<file path="config.mk">
export PLATFORM = sky130hd
export DESIGN_NAME = regfile_wb_stage_flat
export DESIGN_NICKNAME = d
export VERILOG_FILES = /design/src/rtl/regfile_wb_stage_if.sv /design/src/rtl/regfile_wb_stage.sv /design/src/flat_wrapper.sv
export SDC_FILE = /design/constraint.sdc
export NUM_CORES = 1
export LEC_CHECK = 0
export ABC_CLOCK_PERIOD_IN_PS = 2500
export CORE_UTILIZATION = 63
export DETAILED_ROUTE_END_ITERATION = 10
export DONT_BUFFER_PORTS = 1
export PLACE_DENSITY = 0.87
export SYNTH_ARGS = -nofsm -noshare
export SYNTH_HDL_FRONTEND = slang
export SYNTH_SLANG_ARGS = --single-unit
</file>
<file path="constraint.sdc">
create_clock -name clk -period 2.5 [get_ports clk]
set_input_delay 0.5 -clock clk [delete_from_list [all_inputs] [get_ports clk]]
set_output_delay 0.5 -clock clk [all_outputs]
set_load 0.05 [all_outputs]
</file>
<file path="src/rtl/regfile_wb_stage_if.sv">
// Writeback-stage bus: instruction results in from the core, register-file write port out.
// The core-side driver uses the master modport; the writeback stage uses slave.
interface regfile_wb_stage_if #(
    parameter int NUM_THREADS = 16,
    parameter int DWIDTH      = 32
);
    localparam int TW = $clog2(NUM_THREADS);

    logic [TW-1:0]     i_thread_index;
    logic [4:0]        i_rd_addr;
    logic              i_wb_en;
    logic              i_is_load;
    logic [2:0]        i_load_funct3;
    logic [1:0]        i_byte_offset;
    logic [DWIDTH-1:0] i_mem_rdata;
    logic [DWIDTH-1:0] i_alu_result;

    logic [TW-1:0]     o_rf_thread_index;
    logic [4:0]        o_rf_write_addr;
    logic [DWIDTH-1:0] o_rf_write_data;
    logic              o_rf_wr_en;
    logic              o_init_done;
    logic              o_drop_err;
    logic              o_fmt_err;

    modport master (
        output i_thread_index, i_rd_addr, i_wb_en, i_is_load, i_load_funct3,
               i_byte_offset, i_mem_rdata, i_alu_result,
        input  o_rf_thread_index, o_rf_write_addr, o_rf_write_data, o_rf_wr_en,
               o_init_done, o_drop_err, o_fmt_err
    );

    modport slave (
        input  i_thread_index, i_rd_addr, i_wb_en, i_is_load, i_load_funct3,
               i_byte_offset, i_mem_rdata, i_alu_result,
        output o_rf_thread_index, o_rf_write_addr, o_rf_write_data, o_rf_wr_en,
               o_init_done, o_drop_err, o_fmt_err
    );
endinterface

</file>
<file path="src/rtl/regfile_wb_stage.sv">
// Writeback stage for the barrel-threaded register file: load formatting, x0 suppression,
// registered write request, and a post-reset zero-fill sweep because block RAM has no reset.
//
// state    | meaning
// ST_CLEAR | sweeping zeros into every (thread, reg) entry, writebacks dropped
// ST_RUN   | normal writeback, one-cycle registered latency
module regfile_wb_stage #(
    parameter int NUM_THREADS    = 16,
    parameter int DWIDTH         = 32,
    parameter bit CLEAR_ON_RESET = 1'b1
) (
    input  logic                 clk,
    input  logic                 reset_n,
    regfile_wb_stage_if.slave    wb
);
    localparam int TW = $clog2(NUM_THREADS);
    localparam int CW = TW + 5;

    typedef enum logic {
        ST_CLEAR,
        ST_RUN
    } state_t;

    state_t            state_q;
    logic [CW-1:0]     cnt_q;
    logic [TW-1:0]     thread_q;
    logic [4:0]        addr_q;
    logic [DWIDTH-1:0] data_q;
    logic              wr_en_q;
    logic              init_done_q;
    logic              drop_err_q;
    logic              fmt_err_q;

    logic [7:0]        byte_sel;
    logic [15:0]       half_sel;
    logic              fmt_legal;
    logic [DWIDTH-1:0] fmt_data;
    logic [DWIDTH-1:0] wb_data_d;
    logic              wb_issue_d;
    logic              fmt_bad_d;

    always_comb begin
        case (wb.i_byte_offset)
            2'd0:    byte_sel = wb.i_mem_rdata[7:0];
            2'd1:    byte_sel = wb.i_mem_rdata[15:8];
            2'd2:    byte_sel = wb.i_mem_rdata[23:16];
            default: byte_sel = wb.i_mem_rdata[31:24];
        endcase
        half_sel = wb.i_byte_offset[1] ? wb.i_mem_rdata[31:16] : wb.i_mem_rdata[15:0];

        fmt_legal = 1'b1;
        fmt_data  = '0;
        case (wb.i_load_funct3)
            3'b000:  fmt_data = {{24{byte_sel[7]}}, byte_sel};
            3'b100:  fmt_data = {24'h0, byte_sel};
            3'b001:  fmt_data = {{16{half_sel[15]}}, half_sel};
            3'b101:  fmt_data = {16'h0, half_sel};
            3'b010:  fmt_data = wb.i_mem_rdata;
            default: fmt_legal = 1'b0;
        endcase

        wb_data_d  = wb.i_is_load ? fmt_data : wb.i_alu_result;
        // x0 is silently discarded: neither a write nor a format error
        wb_issue_d = wb.i_wb_en && (wb.i_rd_addr != 5'd0) && (!wb.i_is_load || fmt_legal);
        fmt_bad_d  = wb.i_wb_en && wb.i_is_load && !fmt_legal && (wb.i_rd_addr != 5'd0);
    end

    always_ff @(posedge clk) begin
        if (!reset_n) begin
            state_q     <= CLEAR_ON_RESET ? ST_CLEAR : ST_RUN;
            cnt_q       <= '0;
            thread_q    <= '0;
            addr_q      <= '0;
            data_q      <= '0;
            wr_en_q     <= 1'b0;
            init_done_q <= 1'b0;
            drop_err_q  <= 1'b0;
            fmt_err_q   <= 1'b0;
        end else begin
            case (state_q)
                ST_CLEAR: begin
                    wr_en_q  <= 1'b1;
                    thread_q <= cnt_q[CW-1:5];
                    addr_q   <= cnt_q[4:0];
                    data_q   <= '0;
                    cnt_q    <= cnt_q + 1'b1;
                    if (&cnt_q) begin
                        state_q <= ST_RUN;
                    end
                    if (wb.i_wb_en) begin
                        drop_err_q <= 1'b1;
                    end
                end
                default: begin
                    init_done_q <= 1'b1;
                    wr_en_q     <= wb_issue_d;
                    if (wb_issue_d) begin
                        thread_q <= wb.i_thread_index;
                        addr_q   <= wb.i_rd_addr;
                        data_q   <= wb_data_d;
                    end
                    if (fmt_bad_d) begin
                        fmt_err_q <= 1'b1;
                    end
                end
            endcase
        end
    end

    assign wb.o_rf_thread_index = thread_q;
    assign wb.o_rf_write_addr   = addr_q;
    assign wb.o_rf_write_data   = data_q;
    assign wb.o_rf_wr_en        = wr_en_q;
    assign wb.o_init_done       = init_done_q;
    assign wb.o_drop_err        = drop_err_q;
    assign wb.o_fmt_err         = fmt_err_q;
endmodule

</file>
<file path="src/flat_wrapper.sv">
// flat-port wrapper written by rule: the top's interface ports become plain ports
module regfile_wb_stage_flat 
#(
    parameter int NUM_THREADS    = 16,
    parameter int DWIDTH         = 32,
    parameter bit CLEAR_ON_RESET = 1'b1
)
  (clk, reset_n, wb_i_thread_index, wb_i_rd_addr, wb_i_wb_en, wb_i_is_load, wb_i_load_funct3, wb_i_byte_offset, wb_i_mem_rdata, wb_i_alu_result, wb_o_rf_thread_index, wb_o_rf_write_addr, wb_o_rf_write_data, wb_o_rf_wr_en, wb_o_init_done, wb_o_drop_err, wb_o_fmt_err);
  regfile_wb_stage_if #(.NUM_THREADS(NUM_THREADS), .DWIDTH(DWIDTH)) wb_i ();
  input  logic clk;
  input  logic reset_n;
  input wire logic [$bits(wb_i.i_thread_index)-1:0] wb_i_thread_index;
  input wire logic [$bits(wb_i.i_rd_addr)-1:0] wb_i_rd_addr;
  input wire logic [$bits(wb_i.i_wb_en)-1:0] wb_i_wb_en;
  input wire logic [$bits(wb_i.i_is_load)-1:0] wb_i_is_load;
  input wire logic [$bits(wb_i.i_load_funct3)-1:0] wb_i_load_funct3;
  input wire logic [$bits(wb_i.i_byte_offset)-1:0] wb_i_byte_offset;
  input wire logic [$bits(wb_i.i_mem_rdata)-1:0] wb_i_mem_rdata;
  input wire logic [$bits(wb_i.i_alu_result)-1:0] wb_i_alu_result;
  output wire logic [$bits(wb_i.o_rf_thread_index)-1:0] wb_o_rf_thread_index;
  output wire logic [$bits(wb_i.o_rf_write_addr)-1:0] wb_o_rf_write_addr;
  output wire logic [$bits(wb_i.o_rf_write_data)-1:0] wb_o_rf_write_data;
  output wire logic [$bits(wb_i.o_rf_wr_en)-1:0] wb_o_rf_wr_en;
  output wire logic [$bits(wb_i.o_init_done)-1:0] wb_o_init_done;
  output wire logic [$bits(wb_i.o_drop_err)-1:0] wb_o_drop_err;
  output wire logic [$bits(wb_i.o_fmt_err)-1:0] wb_o_fmt_err;
  assign wb_i.i_thread_index = wb_i_thread_index;
  assign wb_i.i_rd_addr = wb_i_rd_addr;
  assign wb_i.i_wb_en = wb_i_wb_en;
  assign wb_i.i_is_load = wb_i_is_load;
  assign wb_i.i_load_funct3 = wb_i_load_funct3;
  assign wb_i.i_byte_offset = wb_i_byte_offset;
  assign wb_i.i_mem_rdata = wb_i_mem_rdata;
  assign wb_i.i_alu_result = wb_i_alu_result;
  assign wb_o_rf_thread_index = wb_i.o_rf_thread_index;
  assign wb_o_rf_write_addr = wb_i.o_rf_write_addr;
  assign wb_o_rf_write_data = wb_i.o_rf_write_data;
  assign wb_o_rf_wr_en = wb_i.o_rf_wr_en;
  assign wb_o_init_done = wb_i.o_init_done;
  assign wb_o_drop_err = wb_i.o_drop_err;
  assign wb_o_fmt_err = wb_i.o_fmt_err;
  regfile_wb_stage #(.NUM_THREADS(NUM_THREADS), .DWIDTH(DWIDTH), .CLEAR_ON_RESET(CLEAR_ON_RESET)) u_core (.clk(clk), .reset_n(reset_n), .wb(wb_i));
endmodule
</file>
==> results_dict.tcl <==
set metrics [dict create \
    status "finished, final reports clean" \
    powerDensity_nw_per_um2 503.7 \
    worstSetupStartpointType "input port" \
    io_pins 127 \
    min_path_cells 1 \
    numPortBuffers 0 \
    ys.warnings.count 0 \
    clk_latency_ns 0.31 \
    drv_slew 0 \
    gp_congestion 0.9422 \
    grt_pass1_vias 2510 \
    timing.final.crit_share_pct 73.84 \
    peakVddDrop_mv 0.2517 \
    max-cap-violations 0 \
    netlist_instances 336 \
    cts.sinks 55 \
    synth_top_area_share_pct 34.55 \
    synth_edf_count 0 \
    grt_max_degree 46 \
    worst_hold_startpoint "reset_n" \
    antennaDiodeCount 0 \
    stdcell_area_sq_um 3269 \
    grt.total_usage_pct 30.12 \
    placed_cells 380 \
    cts_setup_buffers 0 \
    grt_first_pass_wirelength_um 12060 \
    num_rows 25 \
    p_leak_nw 1.179 \
    die_h_um 73.12 \
    cts_buffers 5 \
    hold_path_end "u_core.cnt_q[4]" \
    clk_pin_slew_ns 0.09 \
    htree_num_levels 2 \
    vias 2665 \
    via_per_inst 6.869 \
    hold_viol 0 \
    r2r_end "u_core.wb.o_rf_write_data[20]" \
    crit_type "input port to flop" \
    cts_tree "yes" \
    synth-seq-cells 55 \
    die-area_sq_um 5347 \
    rsz0062_at_grt "no" \
    wl_per_cell_um 21.07 \
    route.detailed.drc 0 \
    cts_resized 0 \
    die_width_um 73.12 \
    nFillCells 392 \
    cts_root_buf "clkbuf_8" \
    antenna_left 0 \
    synth_top_flop_cell "dfxtp_1" \
    worst_r2r_path_depth 4 \
    layoutNonFillerInstCount 388 \
    final_util_pct 68.31 \
    r2r-start "u_core.state_q" \
    drive_gt1_share_pct 9.034 \
    cp_data_arrival_time_ns 2.02 \
    syn2layout_area_growth_pct 2.591 \
    routed_wl_um 8175 \
    fmax_mhz 541.7 \
    worst-endpoint-required_ns 2.68 \
    synth_most_common_cell "dfxtp_1" \
    initial_core_util_pct 66.59 \
    dp_hpwl_um 5939 \
    ys_top_cells_by_count "55 x dfxtp_1, 48 x mux2i_1, 32 x o22ai_1, 30 x nor2b_1, 14 x clkbuf_1" \
    overflow 0 \
    netlist-cell-type-count 51 \
    setup_viol 0 \
    synthesis.nets 420 \
    drtIter0Drc 252 \
    place_area_sq_um 3174 \
    ff2ff_setup_slack_ns 0.93 \
    tns_ns 0 \
    postCtsHoldBufs 0 \
    crit_path_end_kind "flop" \
    fin_nets 404 \
    tightest_slew_ns 0.5990 \
    hold_path_class "input port to flop" \
    layout_min_cycle_time_ns 1.846 \
    ys_seq_area_share_pct 34.55 \
    dr.pass1.iters 6 \
    avgSynthCellArea_sq_um 9.485 \
    core_sq_um 4786 \
    grt_antenna_before_repair 0 \
    cts.path.max_buffers 2 \
    yosys.area.top_type "dfxtp_1" \
    netlist_top_cells_area "dfxtp_1 35%, mux2i_1 15%, o22ai_1 6.3%" \
    fin_worst_skew_ns 0.003608 \
    syn-cell-area_sq_um 3187 \
    crit_fanout 45 \
    relSlewSlack_pct 59.92 \
    async_flop_share_pct 0 \
]
==> cells by family (layout without fill, tap and decap cells) <==
logic type,Yosys count,in the layout,synth area share [%]
AO/OA/AOI/OAI,113,113,26.86
XOR/XNOR,7,7,1.924
adder cells (fa/ha/maj),2,2,0.7851
buffers and inverters,31,16,5.143
flip-flops,55,55,34.55
multiplexers,51,51,16.25
AND/OR/NAND/NOR,77,77,14.49
==> where the power goes <==
part / leakage (nW) / total (mW) / internal (mW) / switching, mW
Sequential: 0.445 / 0.908 / 0.884 / 0.0239
Combinational: 0.686 / 0.230 / 0.119 / 0.110
Clock: 0.0484 / 0.509 / 0.228 / 0.282
==> flip-flops by register name (all words and copies together), names as in the netlist, 4 cells and up <==
| signal | cells |
|---|---|
| u_core.cnt_q | 9 |
| u_core.wb.o_rf_thread_index | 4 |
| u_core.wb.o_rf_write_addr | 5 |
| u_core.wb.o_rf_write_data | 32 |
==> routing by layer <==
layer  wire, um  global-route usage [%]  share of wire (%)  up-vias
met2       3692                   46.19                 45      155
li1           -                       -                  -     1246
met5          0                       0                  0        -
met4        234                   13.07                2.9        0
met1       3263                   37.67                 40     1236
met3        986                   11.46                 12       28
==> layout by cell type, fill, tap and decap left out, types with 4 or more instances in the layout <==
| cell | n |
|---|---|
| clkbuf_8 | 6 |
| nand2_1 | 12 |
| a21boi_0 | 4 |
| o21ai_0 | 9 |
| mux2i_1 | 48 |
| and2_1 | 8 |
| a211oi_1 | 7 |
| o22ai_1 | 32 |
| a221oi_1 | 8 |
| a222oi_1 | 9 |
| nor2b_1 | 30 |
| xnor2_1 | 6 |
| a21boi_2 | 10 |
| a22oi_1 | 5 |
| nor2_1 | 10 |
| dfxtp_1 | 55 |
| a31oi_1 | 4 |
| o2bb2ai_1 | 7 |
| o21a_1 | 5 |
| a21oi_1 | 5 |
| buf_4 | 4 |
==> final cells by class <==
type | count | area (sq um) | area share [%]
clock buffers | 7 | 86.33 | 2.641
clock inverters | 1 | 8.758 | 0.2679
inverters | 3 | 11.26 | 0.3444
multi-input cells | 250 | 1928 | 58.97
flip-flops and latches | 55 | 1101 | 33.68
well taps | 67 | 83.83 | 2.564
repair buffers | 5 | 50.05 | 1.531
==> through the flow <==
stage | setup slack, ns | hold slack [ns] | power, mW
after floorplan | 0.5319 | 0.5072 | 1.145
after global placement | 0.4068 | 0.5249 | 1.148
after detailed placement | 0.3594 | 0.5439 | 1.156
after CTS | 0.6839 | 0.3019 | 1.654
after global routing | 0.5899 | 0.2993 | 1.715
final | 0.6539 | 0.3103 | 1.647
==> worst max path at each step <==
| stage | startpoint | end | slack, ns | cells after the start |
|---|---|---|---|---|
| after floorplan | wb_i_byte_offset[0] | u_core.wb.o_rf_write_data[25] | 0.53 | 6 |
| after global placement | wb_i_rd_addr[2] | u_core.wb.o_rf_write_data[28] | 0.41 | 5 |
| after detailed placement | wb_i_rd_addr[2] | u_core.wb.o_rf_write_data[28] | 0.36 | 5 |
| after CTS | wb_i_rd_addr[2] | u_core.wb.o_rf_write_data[28] | 0.68 | 5 |
| after global routing | wb_i_rd_addr[2] | u_core.wb.o_rf_write_data[28] | 0.59 | 5 |
| final | wb_i_rd_addr[2] | u_core.wb.o_rf_write_data[28] | 0.65 | 5 |
==> worst max-delay path: stages <==
cell     delay, ns
or4_1         0.58
o211a_2       0.29
buf_12        0.19
nand3_2       0.28
o22ai_1       0.14
No activity file was read; power rests on OpenSTA's default activity.
